## config.mk

```make
export PLATFORM = sky130hd
export DESIGN_NAME = elastic_config_loader_flat
export DESIGN_NICKNAME = d
export VERILOG_FILES = /design/src/rtl/elastic_config_loader_if.sv /design/src/rtl/elastic_config_loader.sv /design/src/flat_wrapper.sv
export SDC_FILE = /design/constraint.sdc
export NUM_CORES = 1
export LEC_CHECK = 0
export ABC_AREA = 1
export CAP_MARGIN = 30
export CELL_PAD_IN_SITES_DETAIL_PLACEMENT = 2
export CELL_PAD_IN_SITES_GLOBAL_PLACEMENT = 2
export CORE_MARGIN = 2
export CORE_UTILIZATION = 24
export CTS_BUF_LIST = sky130_fd_sc_hd__clkbuf_2
export CTS_CLUSTER_DIAMETER = 150
export DETAILED_ROUTE_END_ITERATION = 12
export GPL_TIMING_DRIVEN = 0
export PLACE_DENSITY = 0.84
export SYNTH_ARGS = -nofsm -noshare
export SYNTH_HDL_FRONTEND = slang
export SYNTH_SLANG_ARGS = --single-unit
```

## constraint.sdc

```tcl
create_clock -name clk -period 5.16 [get_ports clk]
set_input_delay 0.516 -clock clk [delete_from_list [all_inputs] [get_ports clk]]
set_output_delay 0.516 -clock clk [all_outputs]
set_load 0.05 [all_outputs]
```

## src/rtl/elastic_config_loader_if.sv

```systemverilog
// Record stream between the configuration source and elastic_config_loader.
// The source (master) presents one configuration record per cycle under
// valid_input; the loader (slave) throttles it with stop_input.
interface elastic_config_loader_if #(
    parameter int PE_INDEX_BIT_LENGTH     = 4,
    parameter int CONTEXT_SIZE_BIT_LENGTH = 4,
    parameter int INPUT_NUM_BIT_LENGTH    = 3,
    parameter int NEIGHBOR_PE_NUM         = 4,
    parameter int OPERATION_BIT_LENGTH    = 4,
    parameter int DATA_WIDTH              = 32
);
    logic [PE_INDEX_BIT_LENGTH-1:0]     rec_pe_index;
    logic [CONTEXT_SIZE_BIT_LENGTH-1:0] rec_context_index;
    logic [INPUT_NUM_BIT_LENGTH-1:0]    rec_input_PE_index_1;
    logic [INPUT_NUM_BIT_LENGTH-1:0]    rec_input_PE_index_2;
    logic [NEIGHBOR_PE_NUM-1:0]         rec_output_PE_index;
    logic [OPERATION_BIT_LENGTH-1:0]    rec_op;
    logic [DATA_WIDTH-1:0]              rec_const_data;
    logic                               rec_last;
    logic                               valid_input;
    logic                               stop_input;

    modport master (
        output rec_pe_index, rec_context_index, rec_input_PE_index_1,
               rec_input_PE_index_2, rec_output_PE_index, rec_op,
               rec_const_data, rec_last, valid_input,
        input  stop_input
    );

    modport slave (
        input  rec_pe_index, rec_context_index, rec_input_PE_index_1,
               rec_input_PE_index_2, rec_output_PE_index, rec_op,
               rec_const_data, rec_last, valid_input,
        output stop_input
    );
endinterface

```

## src/rtl/elastic_config_loader.sv

```systemverilog
// Feeds the PE array configuration bus: accepts records from an elastic
// valid/stop stream, writes each into the addressed PE's config memory with a
// one-hot write enable, then pulses start_exec and waits for exec_done.
// Every output is a flop; the next value of each is computed combinationally.
module elastic_config_loader #(
    parameter int PE_NUM                  = 16,
    parameter int PE_INDEX_BIT_LENGTH     = 4,
    parameter int CONTEXT_SIZE_BIT_LENGTH = 4,
    parameter int INPUT_NUM_BIT_LENGTH    = 3,
    parameter int NEIGHBOR_PE_NUM         = 4,
    parameter int OPERATION_BIT_LENGTH    = 4,
    parameter int DATA_WIDTH              = 32,
    parameter int RECORD_COUNT_BIT_LENGTH = 9
) (
    input  logic                               clk,
    input  logic                               reset_n,
    input  logic                               load_request,
    input  logic [CONTEXT_SIZE_BIT_LENGTH-1:0] load_context_max_id,
    elastic_config_loader_if.slave             rec,
    output logic [INPUT_NUM_BIT_LENGTH-1:0]    config_input_PE_index_1,
    output logic [INPUT_NUM_BIT_LENGTH-1:0]    config_input_PE_index_2,
    output logic [NEIGHBOR_PE_NUM-1:0]         config_output_PE_index,
    output logic [OPERATION_BIT_LENGTH-1:0]    config_op,
    output logic [DATA_WIDTH-1:0]              config_const_data,
    output logic [CONTEXT_SIZE_BIT_LENGTH-1:0] config_index,
    output logic [PE_NUM-1:0]                  write_config_data,
    output logic                               start_exec,
    output logic [CONTEXT_SIZE_BIT_LENGTH-1:0] mapping_context_max_id,
    input  logic                               exec_done,
    output logic                               busy,
    output logic [RECORD_COUNT_BIT_LENGTH-1:0] record_count,
    output logic                               error
);

    typedef enum logic [1:0] {
        IDLE  = 2'd0,
        LOAD  = 2'd1,
        START = 2'd2,
        RUN   = 2'd3
    } state_t;

    localparam logic [PE_INDEX_BIT_LENGTH:0] PE_NUM_EXT = (PE_INDEX_BIT_LENGTH+1)'(PE_NUM);
    localparam logic [PE_NUM-1:0]            PE_ONE     = {{(PE_NUM-1){1'b0}}, 1'b1};

    state_t                             state_q, state_d;
    logic                               stop_q, stop_d;
    logic                               start_q, start_d;
    logic                               busy_q, busy_d;
    logic                               error_q, error_d;
    logic [PE_NUM-1:0]                  wen_q, wen_d;
    logic [RECORD_COUNT_BIT_LENGTH-1:0] count_q, count_d;
    logic [CONTEXT_SIZE_BIT_LENGTH-1:0] max_id_q, max_id_d;
    logic [CONTEXT_SIZE_BIT_LENGTH-1:0] cfg_index_q, cfg_index_d;
    logic [INPUT_NUM_BIT_LENGTH-1:0]    cfg_in1_q, cfg_in1_d;
    logic [INPUT_NUM_BIT_LENGTH-1:0]    cfg_in2_q, cfg_in2_d;
    logic [NEIGHBOR_PE_NUM-1:0]         cfg_out_q, cfg_out_d;
    logic [OPERATION_BIT_LENGTH-1:0]    cfg_op_q, cfg_op_d;
    logic [DATA_WIDTH-1:0]              cfg_const_q, cfg_const_d;

    logic accept;
    logic drop;

    // A record is taken only while LOAD is advertising stop_input low.
    assign accept = (state_q == LOAD) && rec.valid_input && !stop_q;
    // Records aimed past the mapped contexts or past the array are discarded.
    assign drop   = (rec.rec_context_index > max_id_q) ||
                    ({1'b0, rec.rec_pe_index} >= PE_NUM_EXT);

    // Next-state and next-output computation for the load sequencer.
    always_comb begin
        state_d     = state_q;
        error_d     = error_q;
        count_d     = count_q;
        max_id_d    = max_id_q;
        cfg_index_d = cfg_index_q;
        cfg_in1_d   = cfg_in1_q;
        cfg_in2_d   = cfg_in2_q;
        cfg_out_d   = cfg_out_q;
        cfg_op_d    = cfg_op_q;
        cfg_const_d = cfg_const_q;
        wen_d       = '0;
        // start_exec is the registered decode of START, so it lands one cycle
        // after the final write enable (which is visible during START).
        start_d     = (state_q == START);

        unique case (state_q)
            IDLE: begin
                if (load_request) begin
                    max_id_d = load_context_max_id;
                    count_d  = '0;
                    error_d  = 1'b0;
                    state_d  = LOAD;
                end
            end
            LOAD: begin
                if (accept) begin
                    if (drop) begin
                        error_d = 1'b1;
                    end else begin
                        wen_d       = PE_ONE << rec.rec_pe_index;
                        cfg_index_d = rec.rec_context_index;
                        cfg_in1_d   = rec.rec_input_PE_index_1;
                        cfg_in2_d   = rec.rec_input_PE_index_2;
                        cfg_out_d   = rec.rec_output_PE_index;
                        cfg_op_d    = rec.rec_op;
                        cfg_const_d = rec.rec_const_data;
                        if (count_q != '1) begin
                            count_d = count_q + 1'b1;
                        end
                    end
                    // A dropped final record still closes the load.
                    if (rec.rec_last) begin
                        state_d = START;
                    end
                end
            end
            START: begin
                state_d = RUN;
            end
            RUN: begin
                if (exec_done) begin
                    state_d = IDLE;
                end
            end
            default: begin
                state_d = IDLE;
            end
        endcase

        stop_d = (state_d != LOAD);
        busy_d = (state_d != IDLE);
    end

    // State and output registers; reset forces IDLE with the stream stopped.
    always_ff @(posedge clk) begin
        if (!reset_n) begin
            state_q     <= IDLE;
            stop_q      <= 1'b1;
            start_q     <= 1'b0;
            busy_q      <= 1'b0;
            error_q     <= 1'b0;
            wen_q       <= '0;
            count_q     <= '0;
            max_id_q    <= '0;
            cfg_index_q <= '0;
            cfg_in1_q   <= '0;
            cfg_in2_q   <= '0;
            cfg_out_q   <= '0;
            cfg_op_q    <= '0;
            cfg_const_q <= '0;
        end else begin
            state_q     <= state_d;
            stop_q      <= stop_d;
            start_q     <= start_d;
            busy_q      <= busy_d;
            error_q     <= error_d;
            wen_q       <= wen_d;
            count_q     <= count_d;
            max_id_q    <= max_id_d;
            cfg_index_q <= cfg_index_d;
            cfg_in1_q   <= cfg_in1_d;
            cfg_in2_q   <= cfg_in2_d;
            cfg_out_q   <= cfg_out_d;
            cfg_op_q    <= cfg_op_d;
            cfg_const_q <= cfg_const_d;
        end
    end

    assign rec.stop_input              = stop_q;
    assign start_exec                  = start_q;
    assign busy                        = busy_q;
    assign error                       = error_q;
    assign write_config_data           = wen_q;
    assign record_count                = count_q;
    assign mapping_context_max_id      = max_id_q;
    assign config_index                = cfg_index_q;
    assign config_input_PE_index_1     = cfg_in1_q;
    assign config_input_PE_index_2     = cfg_in2_q;
    assign config_output_PE_index      = cfg_out_q;
    assign config_op                   = cfg_op_q;
    assign config_const_data           = cfg_const_q;

endmodule

```

## src/flat_wrapper.sv

```systemverilog
// flat-port wrapper written by rule: the top's interface ports become plain ports
module elastic_config_loader_flat 
#(
    parameter int PE_NUM                  = 16,
    parameter int PE_INDEX_BIT_LENGTH     = 4,
    parameter int CONTEXT_SIZE_BIT_LENGTH = 4,
    parameter int INPUT_NUM_BIT_LENGTH    = 3,
    parameter int NEIGHBOR_PE_NUM         = 4,
    parameter int OPERATION_BIT_LENGTH    = 4,
    parameter int DATA_WIDTH              = 32,
    parameter int RECORD_COUNT_BIT_LENGTH = 9
)
  (clk, reset_n, load_request, load_context_max_id, config_input_PE_index_1, config_input_PE_index_2, config_output_PE_index, config_op, config_const_data, config_index, write_config_data, start_exec, mapping_context_max_id, exec_done, busy, record_count, error, rec_rec_pe_index, rec_rec_context_index, rec_rec_input_PE_index_1, rec_rec_input_PE_index_2, rec_rec_output_PE_index, rec_rec_op, rec_rec_const_data, rec_rec_last, rec_valid_input, rec_stop_input);
  elastic_config_loader_if #(.PE_INDEX_BIT_LENGTH(PE_INDEX_BIT_LENGTH), .CONTEXT_SIZE_BIT_LENGTH(CONTEXT_SIZE_BIT_LENGTH), .INPUT_NUM_BIT_LENGTH(INPUT_NUM_BIT_LENGTH), .NEIGHBOR_PE_NUM(NEIGHBOR_PE_NUM), .OPERATION_BIT_LENGTH(OPERATION_BIT_LENGTH), .DATA_WIDTH(DATA_WIDTH)) rec_i ();
  input  logic clk;
  input  logic reset_n;
  input  logic load_request;
  input  logic [CONTEXT_SIZE_BIT_LENGTH-1:0] load_context_max_id;
  output logic [INPUT_NUM_BIT_LENGTH-1:0] config_input_PE_index_1;
  output logic [INPUT_NUM_BIT_LENGTH-1:0] config_input_PE_index_2;
  output logic [NEIGHBOR_PE_NUM-1:0] config_output_PE_index;
  output logic [OPERATION_BIT_LENGTH-1:0] config_op;
  output logic [DATA_WIDTH-1:0] config_const_data;
  output logic [CONTEXT_SIZE_BIT_LENGTH-1:0] config_index;
  output logic [PE_NUM-1:0] write_config_data;
  output logic start_exec;
  output logic [CONTEXT_SIZE_BIT_LENGTH-1:0] mapping_context_max_id;
  input  logic exec_done;
  output logic busy;
  output logic [RECORD_COUNT_BIT_LENGTH-1:0] record_count;
  output logic error;
  input wire logic [$bits(rec_i.rec_pe_index)-1:0] rec_rec_pe_index;
  input wire logic [$bits(rec_i.rec_context_index)-1:0] rec_rec_context_index;
  input wire logic [$bits(rec_i.rec_input_PE_index_1)-1:0] rec_rec_input_PE_index_1;
  input wire logic [$bits(rec_i.rec_input_PE_index_2)-1:0] rec_rec_input_PE_index_2;
  input wire logic [$bits(rec_i.rec_output_PE_index)-1:0] rec_rec_output_PE_index;
  input wire logic [$bits(rec_i.rec_op)-1:0] rec_rec_op;
  input wire logic [$bits(rec_i.rec_const_data)-1:0] rec_rec_const_data;
  input wire logic [$bits(rec_i.rec_last)-1:0] rec_rec_last;
  input wire logic [$bits(rec_i.valid_input)-1:0] rec_valid_input;
  output wire logic [$bits(rec_i.stop_input)-1:0] rec_stop_input;
  assign rec_i.rec_pe_index = rec_rec_pe_index;
  assign rec_i.rec_context_index = rec_rec_context_index;
  assign rec_i.rec_input_PE_index_1 = rec_rec_input_PE_index_1;
  assign rec_i.rec_input_PE_index_2 = rec_rec_input_PE_index_2;
  assign rec_i.rec_output_PE_index = rec_rec_output_PE_index;
  assign rec_i.rec_op = rec_rec_op;
  assign rec_i.rec_const_data = rec_rec_const_data;
  assign rec_i.rec_last = rec_rec_last;
  assign rec_i.valid_input = rec_valid_input;
  assign rec_stop_input = rec_i.stop_input;
  elastic_config_loader #(.PE_NUM(PE_NUM), .PE_INDEX_BIT_LENGTH(PE_INDEX_BIT_LENGTH), .CONTEXT_SIZE_BIT_LENGTH(CONTEXT_SIZE_BIT_LENGTH), .INPUT_NUM_BIT_LENGTH(INPUT_NUM_BIT_LENGTH), .NEIGHBOR_PE_NUM(NEIGHBOR_PE_NUM), .OPERATION_BIT_LENGTH(OPERATION_BIT_LENGTH), .DATA_WIDTH(DATA_WIDTH), .RECORD_COUNT_BIT_LENGTH(RECORD_COUNT_BIT_LENGTH)) u_core (.clk(clk), .reset_n(reset_n), .load_request(load_request), .load_context_max_id(load_context_max_id), .rec(rec_i), .config_input_PE_index_1(config_input_PE_index_1), .config_input_PE_index_2(config_input_PE_index_2), .config_output_PE_index(config_output_PE_index), .config_op(config_op), .config_const_data(config_const_data), .config_index(config_index), .write_config_data(write_config_data), .start_exec(start_exec), .mapping_context_max_id(mapping_context_max_id), .exec_done(exec_done), .busy(busy), .record_count(record_count), .error(error));
endmodule
```

==> impl_results.md <==
* Run status: finished, final reports clean
* Multiplexer fraction of the synthesized cell area at 0%
* Nets at 628
* Setup repair after global routing missed its margin: false
* Crit Path Class: register to output port
* Fraction of power consumed by combinational cells at 17.5%
* Post-Route Skew at 0.0235 ns
* Detailed placement HPWL at 9250 microns
* Yosys warning count at 0
* Leakage at 1.82 nW
* Reg-to-reg endpoint: u_core.record_count[7]$_SDFFE_PN0P_
* CTS H-tree depth at 3
* Die area at 14,200 sq um
* Endpoint required time on the critical path at 4.64 ns
* Share of the synthesized netlist area taken by xor and xnor gates at 0.552%
* Dpl cells at 723
* Core outline area at 13,100 sq um
* Worst-case clock buffer depth at 2
* Total length of routed wires at 11,900 microns
* Power consumption at 1.27 mW
* DR pass1 iterations at 4
* Initial antenna violation count at 0
* Post-place instance area at 4860 sq um
* Number of rows in the core area at 42
* Switching power summed over all nets at 385 uW
* Most frequent cells in the layout: 146 x sky130_fd_sc_hd__clkdlybuf4s50_1, 124 x sky130_fd_sc_hd__nor2_1, 85 x sky130_fd_sc_hd__dfxtp_1
* Number of failing hold endpoints at the final stage at 0
* FMAX at 406 MHz
* Final Critical Period at 2.46 ns
* MaxCap Viol Count at 0
* Slowest cell on the critical path: sky130_fd_sc_hd__clkdlybuf4s50_1
* Total negative setup slack at 0 ns
* Synth Area per Inst at 7.92 sq um
* Worst hold-check slack at 0.504 ns
* Vert. Die Dim at 119 microns
* Part of the cycle the worst path needs at 47.7%
* Overall global routing resource usage at 17.2%
* Data arrival time of the worst path at 1.95 ns
* Sequential power share at 54.2%
* Register area share after synthesis at 53.6%
* Worst-path fanout max at 6
* R2R Setup Slk at 2.99 ns
* Top delay family on crit path: buffers and inverters
* Synthesized net count at 471
* Maximum number of pins on one net before global-route repair at 15
* Count of endpoints failing setup in the final report at 0
* Actual slew at the worst max-slew pin at 0.599 ns
* Detailed-route vias per instance at 4.47
* Cell at the root of the clock tree: sky130_fd_sc_hd__clkbuf_2
* Tightest Hold Check Type: register to register
* Fraction of the mapped netlist area in adder cells at 2.36%
* Startpoint type of the worst setup path: register
* Critical R2R Launch: u_core.record_count[0]$_SDFFE_PN0P_
* Boundary pin count at 147
* Cell type with the largest total area after synthesis: sky130_fd_sc_hd__dfxtp_1
* Simple-gate area share of the yosys netlist at 24.9%
* CTS Hold Bufs at 0
* Initial standard-cell utilization of the core at 24.3%
* Netlist area before placement at 3180 sq um
* Skew-Pair Late Insertion Delay at 0.58 ns
* End point of the critical path: record_count[4]
* Post-route cell area at 4970 sq um
* Layout cell share with drive strength beyond 1 at 5.51%
* Worst supply voltage drop on vdd at 134 uV
* Final count of pins violating max slew at 0
* Total number of cells along the worst setup path at 1
* Synth unique cells at 25
* Number of storage elements in the synthesis netlist at 85
* Final core utilization at 38.0%
* Most common library cell in the layout ignoring fill and taps: sky130_fd_sc_hd__clkdlybuf4s50_1
* Number of routed nets with antenna violations at 0
* PwrDens at 255 nW/um^2
* Dominant combinational cell family by area after synthesis: simple AND/OR/NAND/NOR gates
* Slowest stage delay, CP at 0.86 ns
* Via count at 3,305
* Count of filler cells inserted in the layout at 1,489
* Number of standard cells in the layout, taps in and fillers out at 739
* GRT Residual Overflow at 0
* Remaining max-slew budget at the tightest pin at 60.1%
* Count of mapped cells out of synthesis at 401
* Clock tree from TritonCTS: done
* Area delta synth->final at 56.5%
* Buffering stage count on the worst path with inverters included at 1
* Number of setup buffers added after CTS at 0
* Number of antenna cells inserted at 0
* Final estimated routing congestion in global placement at 0.782
* Sw frac at 30.4%
* Number of CTS-inserted buffers at 9
* Cell depth of the worst flop-to-flop path at 11
* Clock transition at the registers of the reported paths at 0.23 ns
* Area share of the largest cell type after synthesis at 53.6%
* Wire length of the first global-routing pass at 19,000 microns
* Worst Setup Slack, final at 2.70 ns
* Crit path from: u_core.record_count[4]$_SDFFE_PN0P_
* Vias in the first global route at 3,646
* CTS sink count at 85
* Minimum setup slack after placement at 2.53 ns
* Top cells by area in the synthesized netlist: sky130_fd_sc_hd__dfxtp_1 54%, sky130_fd_sc_hd__nor2_1 15%, sky130_fd_sc_hd__o21ai_0 6.8%, sky130_fd_sc_hd__nand3_1 3.9%, sky130_fd_sc_hd__nand2_1 3.9%
* Setup crit end kind: output port
* Design internal power at 881 uW
* Post-detailed-route wirelength per cell at 16.1 microns
* Input/output buffers at 146
* Cell chain of the critical path: clkdlybuf4s50_1
* Complex-gate fraction of the synthesized area at 11.6%
* Chip width at 119 microns
* CTS-repair resized insts at 0
* Clock power share at 28.3%
* Final routed DRC violation total at 0
* Number of design-rule violations left by the first detailed-router iteration at 115
==> power groups by stage <==
stage	combinational [mW]	clock [mW]	sequential, mW
after floorplan	0.0620	0	0.751
after CTS	0.224	0.376	0.687
after detailed placement	0.223	0	0.699
after global placement	0.215	0	0.698
after global routing	0.240	0.403	0.689
final	0.221	0.358	0.686
==> per-layer routing <==
metal	GRT usage, %	share of wire (%)	up-vias
li1	-	-	1600
met1	19.9	42	1589
met2	31.0	51	97
met3	3.88	5.0	19
met4	6.25	1.8	0
met5	0	0	-
==> worst min-delay path by stage <==
stage | startpoint | endpoint | slack (ns) | cells after the start
5_1_grt | rec_rec_const_data[12] | u_core.config_const_data[12]$_SDFFE_PN0P_ | 0.49 | 3
3_5_place_dp | u_core.config_const_data[14]$_SDFFE_PN0P_ | u_core.config_const_data[14]$_SDFFE_PN0P_ | 0.48 | 2
3_3_place_gp | u_core.config_const_data[14]$_SDFFE_PN0P_ | u_core.config_const_data[14]$_SDFFE_PN0P_ | 0.46 | 2
6_report | u_core.mapping_context_max_id[1]$_SDFFE_PN0P_ | u_core.mapping_context_max_id[1]$_SDFFE_PN0P_ | 0.50 | 2
4_1_cts | rec_rec_const_data[12] | u_core.config_const_data[12]$_SDFFE_PN0P_ | 0.48 | 3
2_1_floorplan | u_core.state_q[1]$_SDFF_PN0_ | u_core.start_exec$_SDFF_PN0_ | 0.45 | 2
==> state kept, by name (all words and copies together) (netlist names) <==
signal,flops
u_core.config_input_PE_index_2,3
u_core.mapping_context_max_id,4
u_core.busy,1
u_core.config_op,4
u_core.state_q,2
u_core.error,1
u_core.config_output_PE_index,4
u_core.config_index,4
u_core.write_config_data,16
u_core.config_input_PE_index_1,3
u_core.config_const_data,32
u_core.rec.stop_input,1
u_core.start_exec,1
u_core.record_count,9
==> cell usage after synthesis (all sizes together) <==
cell / n
buf: 9
o21ai: 53
ha: 6
clkbuf: 11
a21oi: 19
xnor2: 1
inv: 23
nor3b: 2
xor2: 1
nand3: 26
nor2: 124
clkinv: 1
a41oi: 1
nor3: 2
nand3b: 2
dfxtp: 85
nand2: 35
==> cell families after synthesis <==
kind of cell    count (synthesis)
compound gates                 73
xor+xnor                        2
fa+ha+maj                       6
buf+inv                        44
flops                          85
simple gates                  191
==> cell type report <==
cell class | count | area [sq um] | share of cell area (%)
multi-input cells | 272 | 1250 | 25.2
well taps | 176 | 220 | 4.43
inverters | 24 | 91.3 | 1.84
clock buffers | 10 | 50.0 | 1.01
repair buffers | 146 | 1460 | 29.4
plain buffers | 20 | 129 | 2.59
flip-flops and latches | 85 | 1700 | 34.2
clock inverters | 6 | 63.8 | 1.28
Power figures use the tool's default switching activity.
